File: config.mk
export PLATFORM = sky130hd
export DESIGN_NAME = dmem_arbiter
export DESIGN_NICKNAME = d
export VERILOG_FILES = /design/src/rtl/config_pkg.sv /design/src/rtl/mem_pkg.sv /design/src/rtl/dmem_arbiter.sv
export SDC_FILE = /design/constraint.sdc
export NUM_CORES = 1
export LEC_CHECK = 0
export ABC_AREA = 0
export ABC_CLOCK_PERIOD_IN_PS = 4300
export BUFFER_PORTS_ARGS = -buffer_cell sky130_fd_sc_hd__buf_2
export CAP_MARGIN = 5
export CORE_AREA = 2 2 97 99
export DETAILED_ROUTE_END_ITERATION = 16
export DIE_AREA = 0 0 99 101
export PLACE_DENSITY = 0.65
export SYNTH_ARGS = -nofsm -noshare
export SYNTH_HDL_FRONTEND = slang
export SYNTH_SLANG_ARGS = --single-unit
File: constraint.sdc
create_clock -name clk -period 4.3 [get_ports clk]
set_input_delay 0.86 -clock clk [delete_from_list [all_inputs] [get_ports clk]]
set_output_delay 0.86 -clock clk [all_outputs]
set_load 0.05 [all_outputs]
File: src/rtl/config_pkg.sv
// Build-wide configuration constants for the data-memory subsystem.
package config_pkg;

  localparam int DMemAddrWidth  = 12;
  localparam int DMemArbMaxWait = 4;

endpackage

File: src/rtl/mem_pkg.sv
// Shared data-memory types: access width and the dmem arbiter FSM states.
package mem_pkg;

  typedef enum logic [1:0] {
    MEM_BYTE = 2'd0,
    MEM_HALF = 2'd1,
    MEM_WORD = 2'd2
  } mem_width_t;

  typedef enum logic [1:0] {
    IDLE = 2'd0,
    WAIT = 2'd1,
    ACK  = 2'd2
  } dmem_arb_state_t;

endpackage

File: src/rtl/dmem_arbiter.sv
// Shares the single dmem port between the core and an external requester.
// The core wins by default; an external access deferred MaxWait cycles stalls the core.
module dmem_arbiter
  import config_pkg::*;
  import mem_pkg::*;
#(
  parameter int MaxWait = DMemArbMaxWait
) (
  input  logic                     clk,
  input  logic                     reset,
  input  logic                     core_req,
  input  logic                     core_we,
  input  logic                     core_sign_extend,
  input  mem_width_t               core_width,
  input  logic [DMemAddrWidth-1:0] core_addr,
  input  logic [31:0]              core_wdata,
  input  logic                     ext_req,
  input  logic                     ext_we,
  input  mem_width_t               ext_width,
  input  logic [DMemAddrWidth-1:0] ext_addr,
  input  logic [31:0]              ext_wdata,
  output logic                     ext_ack,
  output logic [31:0]              ext_rdata,
  output logic                     ext_err,
  output logic                     core_stall,
  output logic [31:0]              core_rdata,
  output logic                     core_err,
  output logic                     mem_write_enable,
  output logic                     mem_sign_extend,
  output mem_width_t               mem_width,
  output logic [DMemAddrWidth-1:0] mem_address,
  output logic [31:0]              mem_data_in,
  input  logic [31:0]              mem_data_out,
  input  logic                     mem_alignment_error
);

  // A zero-wait build still needs a one-bit counter to keep the declaration legal.
  localparam int              CntW   = (MaxWait > 0) ? $clog2(MaxWait + 1) : 1;
  localparam logic [CntW-1:0] CntMax = CntW'(MaxWait);

  dmem_arb_state_t state, state_d;
  logic [CntW-1:0] wait_cnt, wait_cnt_d;
  logic [31:0]     ext_rdata_d;
  logic            ext_err_d;
  logic            ext_grant;

  // NOTE: non-blocking assignments so every register samples pre-edge values.
  always_ff @(posedge clk) begin
    if (reset) begin
      state     <= IDLE;
      wait_cnt  <= '0;
      ext_rdata <= '0;
      ext_err   <= 1'b0;
    end else begin
      state     <= state_d;
      wait_cnt  <= wait_cnt_d;
      ext_rdata <= ext_rdata_d;
      ext_err   <= ext_err_d;
    end
  end

  always_comb begin
    // NOTE: defaults first, so no path leaves a variable unassigned (no latches).
    state_d     = state;
    wait_cnt_d  = wait_cnt;
    ext_rdata_d = ext_rdata;
    ext_err_d   = ext_err;

    ext_grant  = !reset && ext_req && (state != ACK) && (!core_req || wait_cnt == CntMax);
    ext_ack    = !reset && (state == ACK);
    core_stall = core_req && ext_grant;
    core_rdata = mem_data_out;
    core_err   = mem_alignment_error;

    if (ext_grant) begin
      mem_sign_extend = 1'b0;
      mem_width       = ext_width;
      mem_address     = ext_addr;
      mem_data_in     = ext_wdata;
    end else begin
      mem_sign_extend = core_sign_extend;
      mem_width       = core_width;
      mem_address     = core_addr;
      mem_data_in     = core_wdata;
    end
    // Reset must never let a core store through, even though grant is already off.
    mem_write_enable = !reset && (ext_grant ? ext_we : (core_req && core_we));

    case (state)
      ACK: begin
        state_d    = IDLE;
        wait_cnt_d = '0;
      end
      default: begin
        if (ext_grant) begin
          state_d     = ACK;
          ext_rdata_d = mem_data_out;
          ext_err_d   = mem_alignment_error;
        end else if (ext_req) begin
          state_d = WAIT;
          if (wait_cnt != CntMax) wait_cnt_d = wait_cnt + CntW'(1);
        end else begin
          // A request withdrawn while waiting is simply forgotten.
          state_d    = IDLE;
          wait_cnt_d = '0;
        end
      end
    endcase
  end

endmodule

Word-level counts from Yosys, hierarchy flattened
Cells that the tools add are included.
W data, S select, Z words.
{"block": "word_totals", "register_bits": 38, "input_bits": 132, "output_inout_bits": 116, "elab_cells": 36}
{"block": "op_classes", "add_sub_neg": 1, "eq_ne": 5, "mux": 9, "bitwise": 2, "n_reduce_logical": 14}
{"cell": "$mux W32", "n": 1}
{"cell": "$mux W12", "n": 1}
{"cell": "$logic_and A1 B1 Y1", "n": 7}
{"cell": "$mux W3", "n": 2}
{"cell": "$mux W2", "n": 2}
{"cell": "$reduce_and A2 Y1", "n": 2}
{"cell": "$add A3 B1 Y3 const B", "n": 1}
{"cell": "$eq A3 B3 Y1 const B", "n": 1}
{"cell": "$mux W1", "n": 3}
{"cell": "$ne A3 B3 Y1 const B", "n": 1}
{"cell": "$reduce_or A3 Y1", "n": 1}
{"cell": "$eq A2 B2 Y1 const B", "n": 1}
{"cell": "$logic_not A1 Y1", "n": 2}
{"cell": "$ne A2 B1 Y1 const B", "n": 1}
{"cell": "$ne A2 B2 Y1 const B", "n": 1}
{"cell": "$not A1 Y1", "n": 2}
{"cell": "$reduce_or A2 Y1", "n": 1}
{"cell": "$logic_or A1 B1 Y1", "n": 1}

Depth between registers and ports, before layout
Gate-level depths: netlist (run 1).
{"block": "logic_depth", "depth_word": 6, "depth_mapped": 7, "ltp_nobuf": 5}

Least setup slack after synthesis (run 1)
No wires, ideal clock.
{"block": "synth_timing", "kind": "input to output", "start": "input core_req", "end": "output core_stall", "arrival_time_ns": 2.086, "required_ns": 3.440, "setup_slack_ns": 1.354, "cell_stages": 5, "n_path_buf": 2, "cell_sequence": "a21bo_2 nand3_2 buf_6 buf_2 nor2_1"}
{"block": "synth_via", "elab_chain_len": 4}
{"item": "start: declaration", "line_no": "dmem_arbiter.sv:11", "rtl": "input logic core_req,"}
{"item": "$logic_not A1 Y1", "line_no": "dmem_arbiter.sv:69", "rtl": "ext_grant = !reset && ext_req && (state != ACK) && (!core_req || wait_cnt == CntMax);"}
{"item": "$logic_or A1 B1 Y1", "line_no": "dmem_arbiter.sv:69"}
{"item": "$logic_and A1 B1 Y1", "line_no": "dmem_arbiter.sv:69"}
{"item": "$logic_and A1 B1 Y1 *", "line_no": "dmem_arbiter.sv:71", "rtl": "core_stall = core_req && ext_grant;"}
{"item": "end: declaration", "line_no": "dmem_arbiter.sv:25", "rtl": "output logic core_stall,"}
Mark *: on every way between the ends. The rest lies on a longest branch, timed or not.

Worst setup path in the final report (run 1)
{"block": "layout_timing", "start": "input reset", "end": "output mem_data_in[10]"}
{"block": "layout_via", "elab_chain_len": 5}
{"item": "start: declaration", "line_no": "dmem_arbiter.sv:10", "rtl": "input logic reset,"}
{"item": "$logic_not A1 Y1", "line_no": "dmem_arbiter.sv:69"}
{"item": "$logic_and A1 B1 Y1 (3 in series)", "line_no": "dmem_arbiter.sv:69"}
{"item": "$mux W32", "line_no": "dmem_arbiter.sv:75", "rtl": "if (ext_grant) begin"}
{"item": "end: declaration", "line_no": "dmem_arbiter.sv:32", "rtl": "output logic [31:0] mem_data_in,"}
Every way passes these cells.

==> impl_metrics.ini, run 1 <==
[timing]
setup_ws_ns = 0.847
maxSlewHeadroom = 0.217
fin_skew_ns = 0.0100
holdWs_ns = 0.484
fmax_mhz = 290
final_hold_viol_count = 0
rsz0062_at_grt = false
tns_ns = 0
setup_violations = 0
post-route-period-util = 0.803
slew_viol_final = 0
tightest_slew_ns = 1.17
fin_crit_ns = 3.45

[synth]
synthesis.area_um2 = 2520
syn-num-nets = 401
netlist.area_leader.share = 0.302
synth.area.top_cells = dfxtp_1 30%, mux2_4 18%, o311ai_0 11%, buf_4 9.8%, inv_1 5.8%
synth.distinct_cells = 26
yosysTopAreaCell = dfxtp_1
yosysWarnings = 0
syn_area_per_cell_um2 = 9.44
synth-seq-cells = 38
synthCells = 267
seq_area_frac_synth = 0.302

[global_route]
grt_max_degree = 35
grt_pass1_vias = 2704
track_usage = 0.171
gr-total-overflow = 0
grt_pass1_wl_um = 13500
antenna_found_initial = 1

[worst_setup_path]
reg2regPathDepth = 6
cp_common_cell = buf_2
worstPathBufferInverterCount = 3
crit_arrival_ns = 2.59
slowest_delay_ns = 0.45
critPathKind = input port to primary output
critPathCaptureType = primary output
start_kind = input port
cp_cell_sequence = buf_2 -> nor2b_1 -> nand3_4 -> buf_12 -> mux2_4 -> buf_2
crit_path_max_fanout = 34
required_ns = 3.44
cp_top_family = simple AND/OR/NAND/NOR gates
slowest_stage = nand3_4
path_depth = 6

[clocking]
htreeDepth = 2
clk_pin_slew_worst_paths_ns = 0.07
cts_sinks = 38
postCtsSetupBuffers = 0
cts_resized = 0
clock_path_buffers = 2
insertion_delay_ns = 0.29
cts_hold_buf = 0
cts_made_buffers = 5
cts_root_buffer = clkbuf_8
cts_tree = done

[place]
dp.cells = 575
gp_congestion = 0.887
placedInstanceArea_um2 = 3580
dp.final_hpwl_um = 7600
post-place-ws_ns = 0.846
portBuffers = 247

[floorplan]
start_util = 0.281
die_w_um = 99
io_pins = 248
core_area_um2 = 8980
die-area_um2 = 10000
fp-row-count = 35
die_y_um = 101

[detailed_routing]
vias = 2721
first_pass_iters = 4
drc_errors = 0
wire_per_inst_um = 15.9
routed_wl_um = 9290
drt-initial-drc-count = 116
via_per_inst = 4.66
ant_nets = 0

[finish]
final_common_cell = buf_2
nets = 605
num-fill-cells = 916
utilization = 0.414
syn_to_final_growth_pct = 47.5
fin_area_um2 = 3720
drive_above_1_share = 0.648
final_cell_mix = 247 x buf_2, 39 x inv_1, 38 x dfxtp_1
final_cells = 584

[power_and_ir_drop]
finalPower_mw = 1.21
vdd_drop_max_mv = 0.182
pwr_density_cell_nw_per_um2 = 324
power_leakage_nw = 2.12

[status]
status = completed

[hold_path]
worstHoldPathCells = 2
hp-class = register to register

[job]
cap_violations = 0
## cell type report
type | count | area, um^2 | share of cell area
inverter | 39 | 146 | 0.0394
timing repair buffer | 251 | 1280 | 0.344
multi-input combinational | 136 | 1250 | 0.337
clock inverter | 3 | 68.8 | 0.0185
antenna | 1 | 2.50 | 0.000673
tap | 111 | 139 | 0.0373
clock buffer | 5 | 68.8 | 0.0185
sequential | 38 | 761 | 0.205
## final timing paths
kind,from,endpoint,slack [ns]
max,reset,mem_data_in[10],0.85
min,wait_cnt[1],wait_cnt[1],0.48
max reg2reg,wait_cnt[0],ext_rdata[26],2.43
min reg2reg,wait_cnt[1],wait_cnt[1],0.48
## report_power, final
| part | internal [mW] | switching, mW |
|---|---|---|
| Sequential | 0.368 | 0.00768 |
| Clock | 0.232 | 0.130 |
| Combinational | 0.138 | 0.329 |
| Total | 0.739 | 0.467 |
## worst min-delay path, delay by kind of cell, from the launching register on
kind | cells | cell delay (ns)
DFF | 1 | 0.33
AOI/OAI and AO/OA | 1 | 0.05
and+or+nand+nor | 1 | 0.06
## state kept, by name, indices dropped and copies added (netlist names)
register,count
state,2
ext_rdata,32
wait_cnt,3
ext_err,1
## synth_stat cells
| library cell | instances |
|---|---|
| inv_1 | 39 |
| dfxtp_1 | 38 |
| buf_4 | 33 |
| o311ai_0 | 33 |
| mux2_4 | 30 |
| o21ai_0 | 28 |
| mux2_2 | 13 |
| clkbuf_1 | 11 |
| buf_6 | 5 |
| nand2_1 | 5 |
| o21ai_1 | 5 |
| buf_2 | 4 |
| mux2_1 | 4 |
| a21oi_1 | 3 |
| nor2_1 | 3 |
| ha_1 | 2 |
| nor2b_1 | 2 |
| a21bo_2 | 1 |
| a21boi_2 | 1 |
| and2_1 | 1 |
| and3_1 | 1 |
| and4b_1 | 1 |
| clkbuf_2 | 1 |
| nand2b_1 | 1 |
| nand3_2 | 1 |
| nor3_1 | 1 |
## metal layers
metal	part of all wire	up-vias	track usage	routed length [um]
met4	0.018	0	0.0580	163
met5	0	-	0	0
met2	0.50	143	0.311	4650
met3	0.096	15	0.0527	894
li1	-	1319	-	-
met1	0.39	1244	0.190	3580
## cells by family after synthesis
logic type / count (synthesis) / share of synthesized area
mux: 47 / 0.255
simple gates: 16 / 0.0342
compound gates: 71 / 0.195
flops: 38 / 0.302
buf+inv: 93 / 0.205
fa+ha+maj: 2 / 0.00992
Power figures use the tool's default switching activity.
==> run 2, diff against run 1 <==
==> config.mk (replaced) <==
export PLATFORM = sky130hd
export DESIGN_NAME = dmem_arbiter
export DESIGN_NICKNAME = d
export VERILOG_FILES = /design/src/rtl/config_pkg.sv /design/src/rtl/mem_pkg.sv /design/src/rtl/dmem_arbiter.sv
export SDC_FILE = /design/constraint.sdc
export NUM_CORES = 1
export LEC_CHECK = 0
export ABC_AREA = 1
export ABC_CLOCK_PERIOD_IN_PS = 3050
export BUFFER_PORTS_ARGS = -buffer_cell sky130_fd_sc_hd__buf_2
export CAP_MARGIN = 5
export CORE_AREA = 2 2 96 98
export DETAILED_ROUTE_END_ITERATION = 16
export DIE_AREA = 0 0 98 100
export PLACE_DENSITY = 0.66
export SYNTH_ARGS = -nofsm -noshare
export SYNTH_HDL_FRONTEND = slang
export SYNTH_SLANG_ARGS = --single-unit
==> constraint.sdc (replaced) <==
create_clock -name clk -period 3.05 [get_ports clk]
set_input_delay 0.61 -clock clk [delete_from_list [all_inputs] [get_ports clk]]
set_output_delay 0.61 -clock clk [all_outputs]
set_load 0.05 [all_outputs]
==> impl_metrics.ini, run 2 <==
[finish]
top_register = ext_rdata
largest_reg_flops = 32
drive_above_1_share = 0.454
final_cell_mix = 247 x buf_2, 219 x nand2_1, 38 x dfxtp_1
final_common_cell = buf_2
utilization = 0.386
syn_to_final_growth_pct = 49.4
nets = 712
diodes = 0
reg_top3 = ext_rdata: 32 flops, wait_cnt: 3 flops, state: 2 flops

[clocking]
postCtsSetupBuffers = 0
clk_pin_slew_worst_paths_ns = 0.08
cts_root_buffer = clkbuf_8
cts_hold_buf = 0
clock_path_buffers = 2
cts_sinks = 38
cts_made_buffers = 5
insertion_delay_ns = 0.29
htreeDepth = 2
cts_tree = done
cts_resized = 0

[synth]
synth_edf_count = 0
syn-num-nets = 508
synth.area.top_cells = nand2_1 36%, dfxtp_1 33%, buf_4 12%, a21oi_1 7.6%, buf_6 3.4%
yosysWarnings = 0
netlist.area_leader.share = 0.358
synth-seq-cells = 38
synthesis.area_um2 = 2300
synth.most_common_cell = nand2_1
seq_area_frac_synth = 0.331
async_reset_ff_frac = 0
ys.flop_type = dfxtp_1
synth.distinct_cells = 15
yosysTopAreaCell = nand2_1
syn_area_per_cell_um2 = 6.14
synthCells = 374
synth_top_cells_by_count = 219 x nand2_1, 38 x dfxtp_1, 37 x buf_4

[timing]
rsz0062_at_grt = false
fin_skew_ns = 0.00981
post-route-period-util = 0.910
setup_violations = 0
fin_crit_ns = 2.78
fmax_mhz = 360
slew_viol_final = 0
final_hold_viol_count = 0
tns_ns = 0
maxSlewHeadroom = 0.751
tightest_slew_ns = 0.373

[floorplan]
io_pins = 248
start_util = 0.258
die_y_um = 100
die-area_um2 = 9800
die_w_um = 98
fp-row-count = 35
core_area_um2 = 8890

[worst_setup_path]
r2r_setup_slack_ns = 1.34
crit_path_max_fanout = 87
crit_arrival_ns = 2.17
critPathCaptureType = primary output
critPathKind = register to primary output
required_ns = 2.44
start_kind = register

[detailed_routing]
vias = 2908
via_per_inst = 4.21
drc_errors = 0
routed_wl_um = 7380
drt-initial-drc-count = 84
wire_per_inst_um = 10.7
first_pass_iters = 4
ant_nets = 0

[place]
portBuffers = 247
dp.final_hpwl_um = 5770
gp_congestion = 0.796

[global_route]
gr-total-overflow = 0
track_usage = 0.142
grt_pass1_wl_um = 11600
antenna_found_initial = 0
grt_pass1_vias = 2568
grt_max_degree = 88

[status]
status = completed

[power_and_ir_drop]
power_leakage_nw = 2.02
pwr_density_cell_nw_per_um2 = 433
vdd_drop_max_mv = 0.245

[hold_path]
hp-class = register to register

[job]
cap_violations = 0
run 2: cell types whose count changed in the layout (fill, tap and decap cells not counted), sizes merged, moves of 6 or more:
cell | previous run | this run
a21oi | 3 | 35
nand3 | 1 | 7
nand2 | 5 | 219
mux2 | 47 | 0
o311ai | 33 | 0
nor2 | 3 | 9
inv | 39 | 9
o21ai | 33 | 0
run 2: layer usage:
metal  global-route usage  wire length (um)  vias up
met5                    0                 0        -
met4               0.0385                73        0
met3               0.0355               710        7
met2                0.255              3610      147
met1                0.168              2990     1238
li1                     -                 -     1516
run 2: worst max-delay path, cell delays in order (launching register included):
cell and delay [ns]:
dfxtp_1 0.36, inv_1 0.07, ha_1 0.21, nand2_1 0.06, nand2_1 0.09, nand3_4 0.09, buf_12 0.30, nand3_1 0.15
a21oi_1 0.19, buf_2 0.30
run 2: final cells by class:
type | instances | area (um^2)
clock buffers | 6 | 82.6
multi-input cells | 272 | 1110
well taps | 111 | 139
fillers | 969 | 5460
clock inverters | 2 | 12.5
inverters | 10 | 38.8
flip-flops and latches | 38 | 761
repair buffers | 251 | 1290
run 2: where the power goes:
part / total [mW] / switching [mW] / leakage (nW) / internal (mW)
clock network: 0.363 / 0.181 / 0.0472 / 0.182
registers: 0.522 / 0.00862 / 0.309 / 0.513
logic: 0.602 / 0.443 / 1.66 / 0.159
run 2: through the flow:
stage	cell area [um^2]	worst slack [ns]	hold WS, ns	cells	total power [mW]
after floorplan	2300	0.441	0.464	374	0.986
after detailed placement	3340	0.503	0.457	682	1.14
after global routing	3430	0.0770	0.492	690	1.56
final	3430	0.274	0.464	690	1.49
after CTS	3430	0.259	0.468	690	1.50
after global placement	3340	0.477	0.451	682	1.14
run 2: kinds of logic after synthesis:
kind of cell / after synthesis / share of synthesized area
and+or+nand+nor: 235 / 0.391
DFF: 38 / 0.331
buffers and inverters: 64 / 0.190
adders and majority gates: 2 / 0.0109
AOI/OAI and AO/OA: 35 / 0.0763
run 2: worst paths after layout:
| check | from | end | depth (start not counted) |
|---|---|---|---|
| hold reg to reg | ext_rdata[24] | ext_rdata[24] | 2 |
| setup / recovery | wait_cnt[0] | mem_write_enable | 9 |
| hold / removal | ext_rdata[24] | ext_rdata[24] | 2 |
| setup reg to reg | wait_cnt[0] | ext_rdata[3] | 9 |
==> run 3, diff against run 2 <==
--- a/config.mk
+++ b/config.mk
@@ -5,14 +5,13 @@
 export SDC_FILE = /design/constraint.sdc
 export NUM_CORES = 1
 export LEC_CHECK = 0
-export ABC_AREA = 1
 export ABC_CLOCK_PERIOD_IN_PS = 3050
 export BUFFER_PORTS_ARGS = -buffer_cell sky130_fd_sc_hd__buf_2
 export CAP_MARGIN = 5
 export CORE_AREA = 2 2 96 98
 export DETAILED_ROUTE_END_ITERATION = 16
 export DIE_AREA = 0 0 98 100
-export PLACE_DENSITY = 0.66
+export PLACE_DENSITY = 0.69
 export SYNTH_ARGS = -nofsm -noshare
 export SYNTH_HDL_FRONTEND = slang
 export SYNTH_SLANG_ARGS = --single-unit
==> impl_metrics.ini, run 3 (same netlist as run 1, synthesis figures left out) <==
[floorplan]
fp-row-count = 35
die_y_um = 100
core_area_um2 = 8890
io_pins = 248
die-area_um2 = 9800
die_w_um = 98
start_util = 0.284

[place]
portBuffers = 247
dp.final_hpwl_um = 7200
gp_congestion = 0.897

[timing]
tns_ns = 0
slew_viol_final = 0
tightest_slew_ns = 1.14
maxSlewHeadroom = 0.236
fin_skew_ns = 0.00729
fmax_mhz = 364
setup_violations = 0
fin_crit_ns = 2.75
post-route-period-util = 0.901
rsz0062_at_grt = false
final_hold_viol_count = 0

[worst_setup_path]
slowest_delay_ns = 0.38
regToRegStartpoint = wait_cnt[0]
start_kind = register
slowest_stage = mux2_2
cp_cell_sequence = inv_1 -> ha_1 -> a21bo_2 -> nand3_4 -> buf_12 -> mux2_2 -> buf_2
r2r_setup_slack_ns = 1.36
crit_path_max_fanout = 29
crit_arrival_ns = 2.14
critPathCaptureType = primary output
required_ns = 2.44
r2r-end = ext_rdata[16]
critPathKind = register to primary output
reg2regPathDepth = 6

[power_and_ir_drop]
power_frac_comb = 0.426
p_int_uw = 898
finalPower_mw = 1.54
p_seq_frac = 0.344
swShare = 0.417
pwr-share-clk = 0.230
pwr_density_cell_nw_per_um2 = 418
power_leakage_nw = 2.11
switchingPower_uw = 643
vdd_drop_max_mv = 0.248

[finish]
final_common_cell = buf_2
drive_above_1_share = 0.647
num-fill-cells = 926
largest_reg_flops = 32
syn_to_final_growth_pct = 46.4
nets = 606
final_cell_mix = 247 x buf_2, 39 x inv_1, 38 x dfxtp_1
top_register = ext_rdata
diodes = 0
reg_top3 = ext_rdata: 32 flops, wait_cnt: 3 flops, state: 2 flops

[detailed_routing]
wire_per_inst_um = 15.1
vias = 2716
drt-initial-drc-count = 53
ant_nets = 0
via_per_inst = 4.65
routed_wl_um = 8820
first_pass_iters = 4
drc_errors = 0

[global_route]
track_usage = 0.161
grt_pass1_wl_um = 12600
gr-total-overflow = 0
grt_pass1_vias = 2538
grt_max_degree = 42
antenna_found_initial = 0

[clocking]
cts_sinks = 38
insertion_delay_ns = 0.28
cts_made_buffers = 5
postCtsSetupBuffers = 0
clk_pin_slew_worst_paths_ns = 0.07
cts_root_buffer = clkbuf_8
htreeDepth = 2
cts_hold_buf = 0
clock_path_buffers = 2
cts_tree = done
cts_resized = 0

[hold_path]
hold_end = wait_cnt[1]
hp-start = wait_cnt[1]
worstHoldPathCells = 2
hp-class = register to register

[status]
status = completed

[job]
cap_violations = 0
[run 3: changes by cell type in the layout (fill, tap and decap cells not counted), moves of 6 or more]
cell,delta
a21oi_1,-32
inv_1,+31
mux2_2,+13
mux2_4,+30
nand2_1,-214
nand3_1,-6
o21ai_0,+28
o311ai_0,+33
[run 3: power by group through the flow]
stage               clock network [mW]  logic [mW]  registers [mW]
finish                           0.354       0.657           0.530
global route                     0.386       0.686           0.533
CTS                              0.369       0.660           0.530
detailed placement                   0       0.659           0.541
global placement                     0       0.655           0.541
floorplan                            0       0.421           0.615
[run 3: through the flow]
step / util / instance area [um^2] / hold slack [ns] / setup WS [ns] / cells
2_1_floorplan: - / 2520 / 0.449 / 0.604 / 267
3_3_place_gp: 0.405 / 3600 / 0.469 / 0.529 / 576
3_5_place_dp: 0.405 / 3600 / 0.477 / 0.497 / 576
4_1_cts: 0.415 / 3690 / 0.488 / 0.283 / 584
5_1_grt: 0.415 / 3690 / 0.519 / 0.223 / 584
6_report: 0.415 / 3690 / 0.485 / 0.301 / 584
[run 3: how the worst max path moves through the flow]
| stage | end | start | cells past startpoint | slack [ns] |
|---|---|---|---|---|
| after global placement | mem_address[11] | core_req | 6 | 0.53 |
| after CTS | mem_address[11] | wait_cnt[0] | 7 | 0.28 |
| after floorplan | core_stall | core_req | 5 | 0.60 |
| final | mem_address[11] | wait_cnt[0] | 7 | 0.30 |
| after detailed placement | mem_address[11] | core_req | 6 | 0.50 |
| after global routing | mem_address[11] | wait_cnt[0] | 7 | 0.22 |
[run 3: worst max-delay path: cells and delay by family, from the launching register on]
| kind | cells | cell delay [ns] |
|---|---|---|
| AO/OA/AOI/OAI | 1 | 0.27 |
| flip-flops | 1 | 0.35 |
| AND/OR/NAND/NOR | 1 | 0.10 |
| multiplexers | 1 | 0.38 |
| buffers and inverters | 3 | 0.52 |
| adder cells (fa/ha/maj) | 1 | 0.24 |
[run 3: cell type report]
cell class / count / area, um^2 / area share
timing repair buffer: 252 / 1300 / 0.352
multi-input combinational: 136 / 1250 / 0.340
sequential: 38 / 761 / 0.206
inverter: 39 / 146 / 0.0397
tap: 111 / 139 / 0.0376
clock buffer: 7 / 86.3 / 0.0234
clock inverter: 1 / 5.00 / 0.00136
[run 3: metal layers]
layer | GRT usage | wire, um
met1 | 0.178 | 3410
met2 | 0.299 | 4460
met3 | 0.0425 | 758
met4 | 0.0566 | 197
met5 | 0 | 0
